<file path="config.mk">
export PLATFORM = sky130hd
export DESIGN_NAME = button_led_ctrl
export DESIGN_NICKNAME = d
export VERILOG_FILES = /design/src/rtl/button_led_pkg.sv /design/src/rtl/btn_debounce.sv /design/src/rtl/button_led_ctrl.sv
export SDC_FILE = /design/constraint.sdc
export NUM_CORES = 1
export LEC_CHECK = 0
export CAP_MARGIN = 20
export CORE_ASPECT_RATIO = 0.75
export CORE_UTILIZATION = 28
export CTS_CLUSTER_DIAMETER = 200
export DETAILED_ROUTE_END_ITERATION = 10
export PLACE_DENSITY = 0.52
export SETUP_SLACK_MARGIN = 0.2
export SLEW_MARGIN = 15
export SYNTH_ARGS = -nofsm -noshare
export SYNTH_HDL_FRONTEND = slang
export SYNTH_SLANG_ARGS = --single-unit
</file>
<file path="constraint.sdc">
create_clock -name clock -period 4.3 [get_ports clock]
set_input_delay 0.43 -clock clock [delete_from_list [all_inputs] [get_ports clock]]
set_output_delay 0.43 -clock clock [all_outputs]
set_load 0.03 [all_outputs]
</file>
<file path="src/rtl/button_led_pkg.sv">
// Shared mode encoding and small bit-vector helpers for the front-panel controller.
// Helpers take 32-bit vectors; callers zero-extend narrower inputs and slice the result.
package button_led_pkg;

  typedef logic [1:0] mode_t;

  localparam mode_t MODE_DIRECT = 2'b00;
  localparam mode_t MODE_LATCH  = 2'b01;
  localparam mode_t MODE_COUNT  = 2'b10;
  localparam mode_t MODE_OFF    = 2'b11;

  // Isolates the lowest set bit (two's-complement trick).
  function automatic logic [31:0] onehot_lowest(input logic [31:0] vec);
    return vec & (~vec + 32'd1);
  endfunction

  function automatic logic popcount_gt1(input logic [31:0] vec);
    return (vec & (vec - 32'd1)) != 32'd0;
  endfunction

endpackage

</file>
<file path="src/rtl/btn_debounce.sv">
// One push button: 2-flop synchroniser, debounce counter, accepted level and
// a registered one-cycle press pulse on each accepted rising level.
module btn_debounce #(
  parameter int DEBOUNCE_CYCLES = 24000
) (
  input  logic clock,
  input  logic reset,
  input  logic pin,
  output logic stable,
  output logic pulse
);

  localparam int CW = $clog2(DEBOUNCE_CYCLES);
  localparam logic [CW-1:0] CNT_LAST = CW'(DEBOUNCE_CYCLES - 1);

  logic          sync_m;
  logic          sync_s;
  logic          stable_q;
  logic [CW-1:0] cnt;

  always_ff @(posedge clock) begin
    if (reset) begin
      sync_m   <= 1'b0;
      sync_s   <= 1'b0;
      stable   <= 1'b0;
      stable_q <= 1'b0;
      pulse    <= 1'b0;
      cnt      <= '0;
    end else begin
      sync_m   <= pin;
      sync_s   <= sync_m;
      stable_q <= stable;
      pulse    <= stable & ~stable_q;
      // Any return to the accepted level restarts the qualification window.
      if (sync_s == stable) begin
        cnt <= '0;
      end else if (cnt == CNT_LAST) begin
        stable <= sync_s;
        cnt    <= '0;
      end else begin
        cnt <= cnt + CW'(1);
      end
    end
  end

endmodule

</file>
<file path="src/rtl/button_led_ctrl.sv">
// Front-panel controller: debounced buttons and synchronised switches drive
// the green (mode pattern) and red (saturating press count) LEDs.
// Optional multi-press blink in DIRECT mode: define BUTTON_LED_BLINK_EN.
module button_led_ctrl
  import button_led_pkg::*;
#(
  parameter int N_BTN           = 4,
  parameter int N_SW            = 8,
  parameter int N_RED           = 7,
  parameter int DEBOUNCE_CYCLES = 24000,
  parameter int BLINK_DIV       = 12000000
) (
  input  logic             clock,
  input  logic             reset,
  input  logic [N_SW-1:0]  toggle_switch,
  input  logic [N_BTN-1:0] push_button,
  output logic [N_RED-1:0] red_led,
  output logic [N_BTN-1:0] green_led,
  output logic [N_BTN-1:0] press_pulse
);

  logic [N_SW-1:0]  sw_m;
  logic [N_SW-1:0]  sw_s;
  logic [N_BTN-1:0] stable;
  logic [N_BTN-1:0] pulse;
  logic [N_BTN-1:0] latch_q;
  logic [N_BTN-1:0] latch_next;
  logic [N_BTN-1:0] direct_pat;
  logic [N_BTN-1:0] green_next;
  logic [N_RED-1:0] press_cnt;
  logic [N_RED-1:0] cnt_next;
  logic [31:0]      lowest_w;
  mode_t            mode;
  logic             clr;
  logic             any_pulse;
  logic             multi;
  logic             unused_bits;

  for (genvar i = 0; i < N_BTN; i++) begin : g_btn
    btn_debounce #(.DEBOUNCE_CYCLES(DEBOUNCE_CYCLES)) u_db (
      .clock (clock),
      .reset (reset),
      .pin   (push_button[i]),
      .stable(stable[i]),
      .pulse (pulse[i])
    );
  end

  assign mode        = sw_s[1:0];
  assign clr         = sw_s[N_SW-1];
  assign any_pulse   = |pulse;
  assign lowest_w    = onehot_lowest(32'(pulse));
  assign multi       = popcount_gt1(32'(stable));
  assign unused_bits = ^{sw_s, lowest_w};

`ifdef BUTTON_LED_BLINK_EN
  localparam int PW = (BLINK_DIV > 1) ? $clog2(BLINK_DIV) : 1;
  logic [PW-1:0] presc;
  logic          blink_off;
  logic          blink_cond;

  assign blink_cond = (mode == MODE_DIRECT) && multi;

  // Held at 0 / phase on whenever the blink condition is absent, so each
  // new multi-press starts with a full on half-period.
  always_ff @(posedge clock) begin
    if (reset || !blink_cond) begin
      presc     <= '0;
      blink_off <= 1'b0;
    end else if (presc == PW'(BLINK_DIV - 1)) begin
      presc     <= '0;
      blink_off <= ~blink_off;
    end else begin
      presc <= presc + PW'(1);
    end
  end

  assign direct_pat = multi ? {N_BTN{~blink_off}} : stable;
`else
  assign direct_pat = multi ? {N_BTN{1'b1}} : stable;
`endif

  always_comb begin
    cnt_next = press_cnt;
    if (clr) begin
      cnt_next = '0;
    end else if (any_pulse && (press_cnt != {N_RED{1'b1}})) begin
      cnt_next = press_cnt + N_RED'(1);
    end
    latch_next = any_pulse ? lowest_w[N_BTN-1:0] : latch_q;
    green_next = '0;
    case (mode)
      MODE_DIRECT: green_next = direct_pat;
      MODE_LATCH:  green_next = latch_next;
      MODE_COUNT:  green_next = cnt_next[N_BTN-1:0];
      MODE_OFF:    green_next = '0;
    endcase
  end

  always_ff @(posedge clock) begin
    if (reset) begin
      sw_m      <= '0;
      sw_s      <= '0;
      press_cnt <= '0;
      latch_q   <= '0;
      green_led <= '0;
    end else begin
      sw_m      <= toggle_switch;
      sw_s      <= sw_m;
      press_cnt <= cnt_next;
      latch_q   <= latch_next;
      green_led <= green_next;
    end
  end

  assign red_led     = press_cnt;
  assign press_pulse = pulse;

endmodule

</file>
== Word level (Yosys, flattened, before mapping) ==
Cells that the tools add are included.
Cells by class
  add/subtract/negate cells: 7
  eq/ne operators: 12
  muxes and demuxes: 5
  bitwise logic cells: 15
  reduce and logical (&&, ||, !) cells: 13
Operator list (count)
  15-bit by 1-bit adder with 15-bit output (second input constant): 4
  15-bit == test (second input constant): 4
  4-bit by 32-bit AND with 32-bit output: 1
  32-bit nonzero test: 1
  4-bit 2-to-1 mux: 4
  4-bit one-hot mux with 4 select lines: 1
  3-bit OR reduction: 4
  1-bit NOT: 8
  2-bit AND reduction: 4
  7-bit by 1-bit adder with 7-bit output (second input constant): 1
  7-bit inequality test (second input constant): 1
  4-bit by 1-bit subtractor with 5-bit output (second input constant): 1
  4-bit by 1-bit adder with 4-bit output (second input constant): 1
  1-bit AND: 4
  4-bit AND: 1
  1-bit == test: 4
  2-bit == test (second input constant): 2
  4-bit NOT: 1
  4-bit OR reduction: 1
  2-bit by 1-bit == test with 1-bit output (second input constant): 1
  2-bit logical NOT: 1
  2-bit OR reduction: 1
  1-bit logical AND: 1
Storage, ports and cells
  flip-flop bits (word level): 111
  input bits: 14
  output and inout bits: 15
  word-level logic and storage cells: 82

== Depth between registers and ports, before layout ==
  depth after elaboration: 5
  depth in mapped cells: 6
  depth with buffers taken out: 5

== By module ==
Synthesis repeated with hierarchy kept, for this count alone.
Unflattened totals
  cells, all modules: 446
  area, all modules: 4151.5 um^2
By module, submodules not included
  btn_debounce: times used 4, cells an instance 88, area an instance 817.0 um^2, seq. area each 400.4 um^2
  button_led_ctrl: times used 1, cells an instance 94, area an instance 883.3 um^2, seq. area each 420.4 um^2

== Worst setup path after synthesis ==
OpenSTA, ideal clock, no wires.
  kind: register to register
  start: reg g_btn[2].u_db.cnt[0]
  end: reg g_btn[2].u_db.cnt[10]
  arrival: 1.783 ns
  slack: 2.400 ns
  cell stages (with the launch flop): 7
  period minus slack after synthesis: 1.900 ns
  cell sequence: dfxtp_1 -> ha_1 -> nand3_1 -> or2_2 -> o41ai_4 -> buf_2 -> nor2_1
Between the ends
  longest elaborated chain between the ends: 2
  elaborated cells between the ends (all ways): 3
  classes of those cells: 1 x add/sub; 1 x eq/ne; 1 x reduce/logical
Ends and longest elaborated chain
  from (decl): RTL line btn_debounce.sv:19  | logic [CW-1:0] cnt;
  from (signal assigned): RTL line btn_debounce.sv:41  | cnt <= cnt + CW'(1);
  parallel branches: the longest is 2 deep, another holds 15-bit by 1-bit adder with 15-bit output
Parallel ways; which one is timed is not known.
A chain may end at the register's enable or synchronous reset.

== Worst setup path after layout ==
Same ends and word-level chain as after synthesis.

==> impl_metrics.yaml <==
die:
  die_area_sq_um: 15300
  initial_core_util_pct: 28.69
  coreArea_sq_um: 14450
  die_h_um: 107.4
  rows: 38
  ios: 29
  die_x_um: 142.5
placed_design:
  io_buffers: 23
  place_area_sq_um: 4559
  dpl.hpwl_um: 5327
  gp_congestion: 0.7698
clock_network:
  cts_root_buf: "clkbuf_16"
  cts_resized: 0
  clockBufferDepth: 2
  ctsHtreeMaxLevel: 3
  clk_pin_slew_ns: 0.07
  post_cts_buffers: 0
  cts_tree: "built"
  numCtsBuffers: 9
  postCtsHoldBufs: 0
  numClockSinks: 101
  clock_latency_ns: 0.34
layout:
  num_antenna_cells: 0
  area_growth_syn_to_layout_pct: 17.23
  final_area_sq_um: 4861
  drive_gt1_share_pct: 6.183
  layout.nets: 483
  num-fill-cells: 1533
drt:
  wl_per_cell_um: 11.26
  postRouteAntennaNets: 0
  avgViaCountPerCell: 4.480
  drtIter0Drc: 152
  drc_errors: 0
  finalWirelength_um: 7532
  vias: 2997
  firstDrtPassIters: 4
setup_path:
  arrival_ns: 2.44
  r2r_cells: 5
  path_depth: 5
  crit_end: "g_btn[2].u_db.cnt[10]"
  critPathTopFamily: "compound AO/OA/AOI/OAI gates"
  worst_setup_path_start_kind: "flip-flop"
  timing.rr.end: "g_btn[2].u_db.cnt[10]"
  cp_slowest_stage_delay_ns: 0.79
  reg2reg_from: "g_btn[2].u_db.cnt[0]"
  worst-setup-path-type: "flip-flop to flip-flop"
  rrSetupSlack_ns: 2.06
  cp-startpoint: "g_btn[2].u_db.cnt[0]"
  end_kind: "flip-flop"
  cp.required_ns: 4.50
  critPathMaxFanout: 15
  path_cells: "ha_1 -> nand3_1 -> or2_2 -> o41ai_4 -> nor2_1"
  worstPathBufferInverterCount: 0
  slowest_stage: "o41ai_4"
synthesis:
  ys.warnings.count: 0
  syn_area_sq_um: 4146
  synth-seq-cells: 101
  synth_edf_count: 0
  synth_cell_types: 48
  synth_area_per_cell_sq_um: 9.339
  synth_flop_cell: "dfxtp_1"
  async_reset_ff_share_pct: 0
  syn-num-nets: 463
  seq_area_frac_synth_pct: 48.76
  syn-instance-count: 444
worst_hold_path:
  hp-class: "flip-flop to flip-flop"
timing:
  finalHoldViolCount: 0
  worst_slew_pin_slew_ns: 0.8359
  fin_skew_ns: 0.005376
  finalSetupTns_ns: 0
  slew_headroom_pct: 44.08
  rsz0062_at_grt: "no"
  layout_min_cycle_time_ns: 2.243
  slew_viol_final: 0
  fmax_ghz: 0.4458
  setup_violations: 0
  period_share_pct: 52.17
power_and_ir_drop:
  power.density_nw_per_um2: 369.1
  irDropWorstVdd_v: 0.0001710
  p_total_mw: 1.794
  leakagePower_nw: 1.528
grt:
  gr-usage-met1_pct: 14.78
  grt_max_degree: 33
  grt.met3_usage_pct: 3.737
  grt_pass1_wl_um: 13400
  grt.overflow.total: 0
  grtUsageTotal_pct: 11.07
  grt_pass1_vias: 2864
  grt.busiest_layer: "met2"
  antenna_found_initial: 0
  use_met2_pct: 16.21
run:
  drv_cap: 0
outcome:
  status: "finished clean"
-- flip-flops by register name, indices dropped and copies added (netlist names) --
name and count:
g_btn.u_db.cnt 60, red_led 7, g_btn.u_db.pulse 4, g_btn.u_db.stable 4, g_btn.u_db.stable_q 4, g_btn.u_db.sync_m 4
g_btn.u_db.sync_s 4, green_led 4, latch_q 4, sw_m 3, sw_s 3
-- where the power goes --
part	switching, mW	internal (mW)
Clock	0.345	0.466
Sequential	0.00425	0.943
Combinational	0.0180	0.0185
-- layout by cell type, fill, tap and decap left out, types with 12 or more instances in the layout --
master | netlist | final
nor3_1 | 12 | 12
clkdlybuf4s50_1 | 0 | 23
nor2_1 | 78 | 78
nor2b_1 | 19 | 19
nand3_1 | 31 | 31
xnor2_1 | 36 | 36
xor2_1 | 21 | 21
nand4_1 | 14 | 14
nand2_1 | 15 | 15
dfxtp_1 | 101 | 101
nor4_1 | 16 | 16
-- cell usage after synthesis (2+ instances only) --
library cell	instances	area, sq um
a21oi_1	5	25.02
and2_1	2	12.51
and3_1	4	25.02
and4_1	4	35.03
buf_2	6	30.03
buf_4	4	30.03
clkbuf_1	5	18.77
dfxtp_1	101	2022
ha_1	5	62.56
inv_1	11	41.29
maj3_1	4	40.04
mux2i_1	3	30.03
nand2_1	15	56.30
nand2b_1	4	25.02
nand3_1	31	155.2
nand4_1	14	87.58
nor2_1	78	292.8
nor2b_1	19	118.9
nor3_1	12	60.06
nor3b_1	2	15.01
nor4_1	16	100.1
nor4b_1	2	17.52
o21ai_0	4	20.02
o21bai_1	2	15.01
o31a_1	2	17.52
o31ai_1	3	22.52
o41ai_4	2	55.05
or2_2	3	18.77
or3_1	3	18.77
or4_1	3	22.52
or4b_1	2	20.02
or4b_2	2	20.02
xnor2_1	36	315.3
xor2_1	21	183.9
-- per-stage QoR --
stage                     instances  hold slack [ns]  util [%]  setup slack, ns
after floorplan                 444           0.3674         -            2.400
after global placement          653           0.3721     31.54            1.734
after detailed placement        653           0.3758     31.54            1.726
after CTS                       669           0.3856     33.63            2.010
after global routing            669           0.3959     33.63            1.797
final                           669           0.3814     33.63            2.057
-- layer usage --
metal | vias to the layer above | wire length, um
li1 | 1565 | -
met1 | 1402 | 3981
met2 | 22 | 3210
met3 | 8 | 251
met4 | 0 | 89
met5 | - | 0
-- cell families after synthesis --
family	after synthesis	synth area share, %
xor gates and xnor gates	57	12.04
AOI/OAI and AO/OA	28	5.643
adders and majority gates	9	2.474
buffers and inverters	27	2.987
DFF	101	48.76
muxes	4	0.9958
and+or+nand+nor	218	27.10
-- layout make-up --
| class | instances | area [sq um] | area share (%) |
|---|---|---|---|
| inverters | 11 | 41.29 | 0.8494 |
| well taps | 200 | 250.2 | 5.148 |
| multi-input cells | 316 | 2001 | 41.16 |
| repair buffers | 25 | 245.2 | 5.045 |
| clock buffers | 10 | 239.0 | 4.916 |
| flip-flops and latches | 101 | 2022 | 41.60 |
| clock inverters | 6 | 62.56 | 1.287 |
-- worst min-delay path by stage --
stage                           start                   to  slack [ns]  cells after the start
4_1_cts        g_btn[3].u_db.stable_q  g_btn[3].u_db.pulse        0.39                      1
3_5_place_dp   g_btn[3].u_db.stable_q  g_btn[3].u_db.pulse        0.38                      1
2_1_floorplan  g_btn[1].u_db.stable_q  g_btn[1].u_db.pulse        0.37                      1
5_1_grt        g_btn[3].u_db.stable_q  g_btn[3].u_db.pulse        0.40                      1
6_report       g_btn[3].u_db.stable_q  g_btn[3].u_db.pulse        0.38                      1
3_3_place_gp   g_btn[3].u_db.stable_q  g_btn[3].u_db.pulse        0.37                      1
Power figures use the tool's default switching activity.
